## src/rtl/conv_pkg.sv

```systemverilog
// Shared constants and types for the convolution window datapath.
package conv_pkg;

  localparam int FILTER_SIZE = 5;
  localparam int DATA_BITS   = 8;
  localparam int IMG_WIDTH   = 28;
  localparam int IMG_HEIGHT  = 28;
  localparam int WIN_ELEMS   = FILTER_SIZE * FILTER_SIZE;
  localparam int WIN_BITS    = WIN_ELEMS * DATA_BITS;
  localparam int COL_W       = $clog2(IMG_WIDTH);
  localparam int ROW_W       = $clog2(IMG_HEIGHT);

  typedef logic [DATA_BITS-1:0] pixel_t;

  // Counter width that stays legal for a degenerate extent of one.
  function automatic int cnt_w(input int n);
    return (n > 1) ? $clog2(n) : 1;
  endfunction

endpackage

```

## src/rtl/conv_line_buffer.sv

```systemverilog
// One image-row delay line addressed by the column counter; storage is never reset.
module conv_line_buffer #(
  parameter int DATA_BITS = conv_pkg::DATA_BITS,
  parameter int DEPTH     = conv_pkg::IMG_WIDTH,
  parameter int ADDR_W    = conv_pkg::COL_W
) (
  input  logic                 clk_i,
  input  logic                 en_i,
  input  logic [ADDR_W-1:0]    addr_i,
  input  logic [DATA_BITS-1:0] din_i,
  output logic [DATA_BITS-1:0] dout_o
);
  import conv_pkg::*;

  logic [DATA_BITS-1:0] mem_q [DEPTH];

  // Read-before-write at the same column yields the pixel one row above.
  assign dout_o = mem_q[addr_i];

  always_ff @(posedge clk_i) begin
    if (en_i) begin
      mem_q[addr_i] <= din_i;
    end
  end

endmodule

```

## src/rtl/conv_window_gen.sv

```systemverilog
// Streaming sliding-window generator: raster pixels in, packed FILTER_SIZE^2 window out.
// Define CONV_WIN_STRIDE2_EN to emit only even-offset (stride-2) window positions.
module conv_window_gen #(
  parameter int FILTER_SIZE = conv_pkg::FILTER_SIZE,
  parameter int DATA_BITS   = conv_pkg::DATA_BITS,
  parameter int IMG_WIDTH   = conv_pkg::IMG_WIDTH,
  parameter int IMG_HEIGHT  = conv_pkg::IMG_HEIGHT
) (
  input  logic                                       clk,
  input  logic                                       rst_n,
  input  logic [DATA_BITS-1:0]                       pix_in,
  input  logic                                       pix_val,
  input  logic                                       sof,
  output logic [FILTER_SIZE*FILTER_SIZE*DATA_BITS-1:0] data_out,
  output logic                                       valid,
  output logic                                       frame_done
);
  import conv_pkg::*;

  localparam int CW   = cnt_w(IMG_WIDTH);
  localparam int RW   = cnt_w(IMG_HEIGHT);
  localparam int NTAP = FILTER_SIZE - 1;

  localparam logic [CW-1:0] COL_LAST  = CW'(IMG_WIDTH - 1);
  localparam logic [RW-1:0] ROW_LAST  = RW'(IMG_HEIGHT - 1);
  localparam logic [CW-1:0] COL_FIRST = CW'(FILTER_SIZE - 1);
  localparam logic [RW-1:0] ROW_FIRST = RW'(FILTER_SIZE - 1);
  localparam logic          FS_PAR    = 1'((FILTER_SIZE - 1) % 2);

  logic [CW-1:0]        col_q, col_d, col_cur;
  logic [RW-1:0]        row_q, row_d, row_cur;
  logic                 valid_q, valid_d;
  logic                 fdone_q, fdone_d;
  logic                 sof_acc, stride_ok, win_hit, last_pix;
  logic [DATA_BITS-1:0] tap   [FILTER_SIZE];
  logic [DATA_BITS-1:0] win_q [FILTER_SIZE][FILTER_SIZE];

  // An accepted sof forces this pixel to (0,0), discarding any partial frame.
  assign sof_acc = pix_val & sof;
  assign col_cur = sof_acc ? '0 : col_q;
  assign row_cur = sof_acc ? '0 : row_q;

`ifdef CONV_WIN_STRIDE2_EN
  assign stride_ok = (row_cur[0] == FS_PAR) && (col_cur[0] == FS_PAR);
`else
  assign stride_ok = 1'b1;
`endif

  assign win_hit  = (row_cur >= ROW_FIRST) && (col_cur >= COL_FIRST);
  assign last_pix = (row_cur == ROW_LAST) && (col_cur == COL_LAST);

  always_comb begin
    col_d   = col_q;
    row_d   = row_q;
    valid_d = 1'b0;
    fdone_d = 1'b0;
    if (pix_val) begin
      valid_d = win_hit & stride_ok;
      fdone_d = last_pix;
      if (col_cur == COL_LAST) begin
        col_d = '0;
        row_d = (row_cur == ROW_LAST) ? '0 : row_cur + RW'(1);
      end else begin
        col_d = col_cur + CW'(1);
        row_d = row_cur;
      end
    end
  end

  always_ff @(posedge clk or negedge rst_n) begin
    if (!rst_n) begin
      col_q   <= '0;
      row_q   <= '0;
      valid_q <= 1'b0;
      fdone_q <= 1'b0;
    end else begin
      col_q   <= col_d;
      row_q   <= row_d;
      valid_q <= valid_d;
      fdone_q <= fdone_d;
    end
  end

  // Tap k is the pixel k rows above the current column.
  assign tap[0] = pix_in;

  for (genvar k = 0; k < NTAP; k++) begin : g_lb
    conv_line_buffer #(
      .DATA_BITS(DATA_BITS),
      .DEPTH    (IMG_WIDTH),
      .ADDR_W   (CW)
    ) u_lb (
      .clk_i (clk),
      .en_i  (pix_val),
      .addr_i(col_cur),
      .din_i (tap[k]),
      .dout_o(tap[k+1])
    );
  end

  // Window rows shift left; the newest column enters at the right edge, oldest row on top.
  always_ff @(posedge clk or negedge rst_n) begin
    if (!rst_n) begin
      for (int r = 0; r < FILTER_SIZE; r++) begin
        for (int c = 0; c < FILTER_SIZE; c++) begin
          win_q[r][c] <= '0;
        end
      end
    end else if (pix_val) begin
      for (int r = 0; r < FILTER_SIZE; r++) begin
        for (int c = 0; c < FILTER_SIZE - 1; c++) begin
          win_q[r][c] <= win_q[r][c+1];
        end
        win_q[r][FILTER_SIZE-1] <= tap[FILTER_SIZE-1-r];
      end
    end
  end

  always_comb begin
    data_out = '0;
    for (int r = 0; r < FILTER_SIZE; r++) begin
      for (int c = 0; c < FILTER_SIZE; c++) begin
        data_out[(r*FILTER_SIZE+c)*DATA_BITS +: DATA_BITS] = win_q[r][c];
      end
    end
  end

  assign valid      = valid_q;
  assign frame_done = fdone_q;

endmodule
```

## config.mk

```make
export PLATFORM = sky130hd
export DESIGN_NAME = conv_window_gen
export DESIGN_NICKNAME = d
export VERILOG_FILES = /design/src/rtl/conv_pkg.sv /design/src/rtl/conv_line_buffer.sv /design/src/rtl/conv_window_gen.sv
export SDC_FILE = /design/constraint.sdc
export NUM_CORES = 1
export LEC_CHECK = 0
export BUFFER_PORTS_ARGS = -buffer_cell sky130_fd_sc_hd__buf_4
export CORE_MARGIN = 2
export CORE_UTILIZATION = 60
export CTS_CLUSTER_SIZE = 30
export DETAILED_ROUTE_END_ITERATION = 10
export PLACE_DENSITY = 0.8
export SETUP_SLACK_MARGIN = 0.05
export SLEW_MARGIN = 20
export SYNTH_ARGS = -nofsm -noshare
export SYNTH_HDL_FRONTEND = slang
export SYNTH_SLANG_ARGS = --single-unit
```

## constraint.sdc

```tcl
create_clock -name clk -period 10.56 [get_ports clk]
set_input_delay 2.64 -clock clk [delete_from_list [all_inputs] [get_ports clk]]
set_output_delay 2.64 -clock clk [all_outputs]
set_load 0.02 [all_outputs]
```

# Yosys cells after proc, flatten, opt, wreduce, memory -nomap -nowiden
# Memories as Yosys holds them, arrays and structs flattened. A register that Yosys moved wholly into a read port is not among the register bits.
# Cells that the tools add are included.
classes:
  reduce_logical: 3
  n_mux: 9
  n_lt_le_gt_ge: 2
  addsub: 2
  eq_ne: 2
  n_bitwise: 1
ops:
  columns: ["operator", "count"]
  rows:
  - ["$mux W5", 5]
  - ["$add A5 B1 Y5 const B", 2]
  - ["$eq A5 B5 Y1 const B", 2]
  - ["$ge A5 B3 Y1 const B", 2]
  - ["$mux W1", 4]
  - ["$logic_and A1 B1 Y1", 2]
  - ["$and A1 B1 Y1", 1]
  - ["$logic_not A1 Y1", 1]
word_totals:
  mem_count: 4
  out_inout_bits: 202
  regBits: 204
  wordCells: 51
  ramBits: 896
memory_table:
  columns: ["memory", "depth", "word_bits", "read_ports", "rd_clocked_by_memory_dff", "write_ports", "line_no", "rtl"]
  rows:
  - ["g_lb[0].u_lb.mem_q", 28, 8, 1, 0, 1, "conv_line_buffer.sv:15", "logic [DATA_BITS-1:0] mem_q [DEPTH];"]
  - ["g_lb[1].u_lb.mem_q", 28, 8, 1, 0, 1, "conv_line_buffer.sv:15", null]
  - ["g_lb[2].u_lb.mem_q", 28, 8, 1, 0, 1, "conv_line_buffer.sv:15", null]
  - ["g_lb[3].u_lb.mem_q", 28, 8, 1, 1, 1, "conv_line_buffer.sv:15", null]

# Logic depth before layout (Yosys ltp)
logic_depth:
  word_depth: 5
  ltp_mapped: 11

# By module
# A second synthesis with hierarchy kept.
unflattened:
  cells_unflattened: 2313
  area_unflattened_um2: 43246.5
by_module_without_submodules:
  columns: ["mod", "seq_area_each_um2", "cells_per_inst", "area_per_inst_um2", "n_inst"]
  rows:
  - ["conv_line_buffer", 6726.5, 454, 8799.7, 4]
  - ["conv_window_gen", 5305.1, 497, 8047.7, 1]

# Worst setup path after synthesis
# No wires, ideal clock.
synth_path:
  kind: "input to register"
  from: "in sof"
  to: "mem g_lb[0].u_lb.mem_q[25][0], enable pin"
  arrival_ps: 6229
  n_path_buf: 4
  setup_ps: 461
  required_ps: 10099
  path_stages: 8
  slack_ps: 3870
  cell_sequence: "buf_6 a21boi_2 clkinv_1 buf_2 buf_1 or3_1 clkbuf_1 nor3_1"
synth_via:
  elab_chain_len: 2
synth_lines:
  columns: ["element", "line_no", "rtl"]
  rows:
  - ["start: declaration", "conv_window_gen.sv:13", "input logic sof,"]
  - ["$and A1 B1 Y1", "conv_window_gen.sv:39", "assign sof_acc = pix_val & sof;"]
  - ["$mux W5", "conv_window_gen.sv:40", "assign col_cur = sof_acc ? '0 : col_q;"]
  - ["end: declaration", "conv_line_buffer.sv:15", null]
# Every way passes these cells.

# Final worst setup path
layout_path:
  from: "in pix_val"
  to: "reg win_q (netlist bit data_out[114])"
layout_via:
  elab_chain_len: 3
layout_lines:
  columns: ["element", "line_no", "rtl"]
  rows:
  - ["start: declaration", "conv_window_gen.sv:12", "input logic pix_val,"]
  - ["$and A1 B1 Y1", "conv_window_gen.sv:39", null]
  - ["$mux W5", "conv_window_gen.sv:40", null]
  - ["$mem_v2 Z28 W8", null, null]
  - ["named net g_lb[1].u_lb.dout_o[2]", "conv_line_buffer.sv:11", "output logic [DATA_BITS-1:0] dout_o"]
  - ["end signal: indexed assignment", "conv_window_gen.sv:112", "win_q[r][c] <= win_q[r][c+1];"]
  - ["end signal: indexed assignment", "conv_window_gen.sv:114", "win_q[r][FILTER_SIZE-1] <= tap[FILTER_SIZE-1-r];"]
  - ["end: declaration", "conv_window_gen.sv:36", "logic [DATA_BITS-1:0] win_q [FILTER_SIZE][FILTER_SIZE];"]
# The timed path passes the listed nets, and every way through them passes these cells.
# A chain may end at the register's enable or synchronous reset.

==> impl_table.tex <==
\begin{tabular}{lr}
\hline
Metric & Value \\
\hline
\multicolumn{2}{l}{\textbf{Routing}} \\
\quad Post-DR vias/cell & slightly below 7 \\
\quad Remaining routing DRC violations & 0 \\
\quad DRC violation total after the first TritonRoute iteration & between 3000 and 4000 \\
\quad WL final & 115000 um \\
\quad Vias after detailed routing & between 20000 and 30000 \\
\quad Average wire length per cell after detail routing & 30.0 um \\
\quad Drt first pass iters & 6 \\
\quad Count of nets left with antenna violations after detail routing & 0 \\
\multicolumn{2}{l}{\textbf{STA}} \\
\quad Setup Viol. Count Final & 0 \\
\quad Transition time at the pin with the least slew margin & between 1 and 1.5 ns \\
\quad Timing-limited maximum frequency & $\sim$0.15 GHz \\
\quad Aggregate negative setup slack & 0 ns \\
\quad Final Hold Viols & 0 \\
\quad Unrepaired setup endpoints after global routing & no \\
\quad Ratio of final minimum period to clock period & a little under two thirds \\
\quad Post-route clock skew & approximately 0.03 ns \\
\quad Pins Over Slew Limit & 0 \\
\quad Final critical-path required period & 6.70 ns \\
\quad Tightest slew margin relative to the limit & between 20 and 25\% \\
\multicolumn{2}{l}{\textbf{Synth}} \\
\quad Synthesized Nets & $\sim$2600 \\
\quad Library cell occupying the most area in the post-synthesis netlist & sky130\_fd\_sc\_hd\_\_edfxtp\_1 \\
\quad Proportion of synthesized flip-flops having asynchronous set or reset & approximately a fifth \\
\quad Count of flip-flops with a built-in enable after synthesis & roughly 900 \\
\quad Most instantiated library cell after synthesis & sky130\_fd\_sc\_hd\_\_edfxtp\_1 \\
\quad Cells after synthesis & between 2000 and 3000 \\
\quad Flip-flop cell with the highest count after synthesis & sky130\_fd\_sc\_hd\_\_edfxtp\_1 \\
\quad Synth cell count leaders & sky130\_fd\_sc\_hd\_\_edfxtp\_1, sky130\_fd\_sc\_hd\_\_mux2\_2, sky130\_fd\_sc\_hd\_\_dfrtp\_1 \\
\quad Distinct cells, synth & 75 \\
\quad Area share of the largest cell type after synthesis & between 60\% and 70\% \\
\quad Main area contributors after synthesis & sky130\_fd\_sc\_hd\_\_edfxtp\_1, sky130\_fd\_sc\_hd\_\_dfrtp\_1, sky130\_fd\_sc\_hd\_\_mux2\_2, sky130\_fd\_sc\_hd\_\_mux2i\_1, sky130\_fd\_sc\_hd\_\_a221oi\_1 \\
\quad Synthesized flop and latch total & 1108 \\
\quad Count of synthesis-stage warnings from yosys & 0 \\
\quad Average cell area after synthesis & approximately 17 um\^{}2 \\
\quad Fraction of the yosys area taken by sequential cells & approximately three quarters \\
\quad Post-synth design cell area & 0.0429 mm\^{}2 \\
\multicolumn{2}{l}{\textbf{Power and ir drop}} \\
\quad Total power divided by cell area & roughly 280 mW/mm\^{}2 \\
\quad Standby leakage power & roughly 17 nW \\
\quad Peak supply drop & roughly 0.19 mV \\
\multicolumn{2}{l}{\textbf{Floorplan}} \\
\quad Die outline height & roughly 270 um \\
\quad Number of placement rows & between 90 and 100 \\
\quad Area of the core & 0.0711 mm\^{}2 \\
\quad Chip Width & between 200 and 300 um \\
\quad Ports placed on the boundary & roughly 210 \\
\quad Effective utilization at floorplan & 60.3\% \\
\quad Die outline area & about 0.074 mm\^{}2 \\
\multicolumn{2}{l}{\textbf{Layout}} \\
\quad Synth-to-layout area growth & 14.5\% \\
\quad Share of layout cells above drive strength 1 & between 20\% and 30\% \\
\quad Final standard cell count with taps included and fillers excluded & 3827 \\
\quad Final net count & approximately 2800 \\
\multicolumn{2}{l}{\textbf{Clocking}} \\
\quad Clock tree root buffer cell & sky130\_fd\_sc\_hd\_\_clkbuf\_16 \\
\quad Clock latency on the worst-skew pair & around 0.69 ns \\
\quad Deepest clock path buffer count & 3 \\
\quad Setup fix buffers added after clock tree synthesis & 0 \\
\quad Depth of the CTS H-tree & 3 \\
\quad CTS clock-pin slew for the worst setup and hold paths & approximately 0.06 ns \\
\quad Clock tree from TritonCTS & built \\
\quad Number of CTS-inserted buffers & 105 \\
\quad Total of cells resized after clock tree synthesis & 0 \\
\quad Cts hold-fix bufs & 0 \\
\quad Clock sink total & between 1000 and 1500 \\
\multicolumn{2}{l}{\textbf{Global routing}} \\
\quad Initial antenna violation count & 1 \\
\quad Overflow left after global routing & 0 \\
\quad Vias in the first global route & between 20000 and 30000 \\
\quad Global-route wire length before repair & around 170000 um \\
\quad Largest net degree at the start of global routing & 121 \\
\quad Global-route total usage across every layer & between 30 and 40\% \\
\multicolumn{2}{l}{\textbf{Placement}} \\
\quad Final Wtd Congestion & between 0.8 and 0.9 \\
\quad Half-perimeter wire length after detailed placement & around 63000 um \\
\quad Port buffer count & 213 \\
\quad Placed cell count & $\sim$3600 \\
\multicolumn{2}{l}{\textbf{Outcome}} \\
\quad Result of the run & completed \\
\multicolumn{2}{l}{\textbf{Worst hold path}} \\
\quad Class of the worst hold path & flop to flop \\
\multicolumn{2}{l}{\textbf{Worst setup path}} \\
\quad Req. time, crit path & $\sim$11 ns \\
\quad Worst Path Class, Setup & input port to flop \\
\quad Biggest fanout along the worst timing path & between 100 and 150 \\
\quad Critical path arrival & approximately 7.3 ns \\
\quad Type of origin of the critical path & input port \\
\quad Critical Path End Type & flop \\
\multicolumn{2}{l}{\textbf{Flow run}} \\
\quad Number of max-cap violations & 0 \\
\hline
\end{tabular}
sequential cells by signal, indices dropped and copies added (netlist names):
name	cells
g_lb.u_lb.mem_q	896
valid	1
data_out	200
frame_done	1
row_q	5
col_q	5
cell type report:
type,count,area [um^2]
fill,4442,22000
tap,950,1190
clock buffer,152,3000
multi-input combinational,1280,10000
inverter,5,21.3
sequential,1108,32200
timing repair buffer,284,2200
antenna,1,2.50
clock inverter,47,504
cell families after synthesis:
family	count (synthesis)	share of synthesized area, %
compound gates	500	8.81
xor+xnor	1	0.0204
fa+ha+maj	2	0.0583
buf+inv	182	2.18
flops	1108	75.1
mux	369	9.39
simple gates	408	4.46
path summary, 6_finish.rpt:
kind | startpoint | end | slack [ns] | cells past startpoint
worst max-delay path | pix_val | data_out[114] | 3.86 | 9
worst min-delay path | data_out[1] | data_out[1] | 0.51 | 1
worst max register to register | col_q[0] | data_out[114] | 5.29 | 8
worst min register to register | data_out[1] | data_out[1] | 0.51 | 1
max in group asynchronous | rst_n | data_out[81] | 7.18 | 2
min in group asynchronous | rst_n | data_out[4] | 1.99 | 1
report_power, final:
part / total, mW / switching [mW] / leakage, nW / internal, mW
clock: 3.80 / 1.60 / 1.72 / 2.20
combinational: 3.65 / 2.40 / 5.05 / 1.24
sequential: 6.23 / 0.401 / 10.6 / 5.83
total: 13.7 / 4.41 / 17.4 / 9.27
routing by layer:
metal	share of wire, %	vias to the layer above	GRT usage [%]
met2	47	2010	47.8
met3	13	399	7.93
met5	0	-	0
met4	4.8	0	14.2
met1	36	13100	42.0
li1	-	10600	-
cell usage in the layout (no fill, tap or decap), drive strengths merged, types with 68 or more instances in the layout:
cell,instances
a21oi,68
a221oi,95
buf,284
clkbuf,152
dfrtp,212
edfxtp,896
mux2,236
mux2i,130
nand2,139
nor2,126
o21ai,68
metrics by stage:
step                      hold WS, ns  util (%)  setup WS (ns)  power (mW)  area, um^2
after detailed placement        0.496      64.1           3.28        9.88       45600
after global routing            0.525      69.1           3.76        14.1       49100
after floorplan                 0.487         -           3.87        8.30       42900
after CTS                       0.510      69.0           3.94        13.6       49100
after global placement          0.490      64.1           3.48        9.72       45600
final                           0.508      69.1           3.86        13.7       49100
worst max-delay path, cell delays in order:
cell	delay (ns)
sky130_fd_sc_hd__buf_8	0.70
sky130_fd_sc_hd__and2_4	0.61
sky130_fd_sc_hd__buf_4	0.53
sky130_fd_sc_hd__nor2_4	0.21
sky130_fd_sc_hd__buf_4	0.38
sky130_fd_sc_hd__a221o_1	0.38
sky130_fd_sc_hd__o221ai_1	0.22
sky130_fd_sc_hd__nand3_1	0.82
sky130_fd_sc_hd__mux2_2	0.63
(Power assumes the default switching activity.)
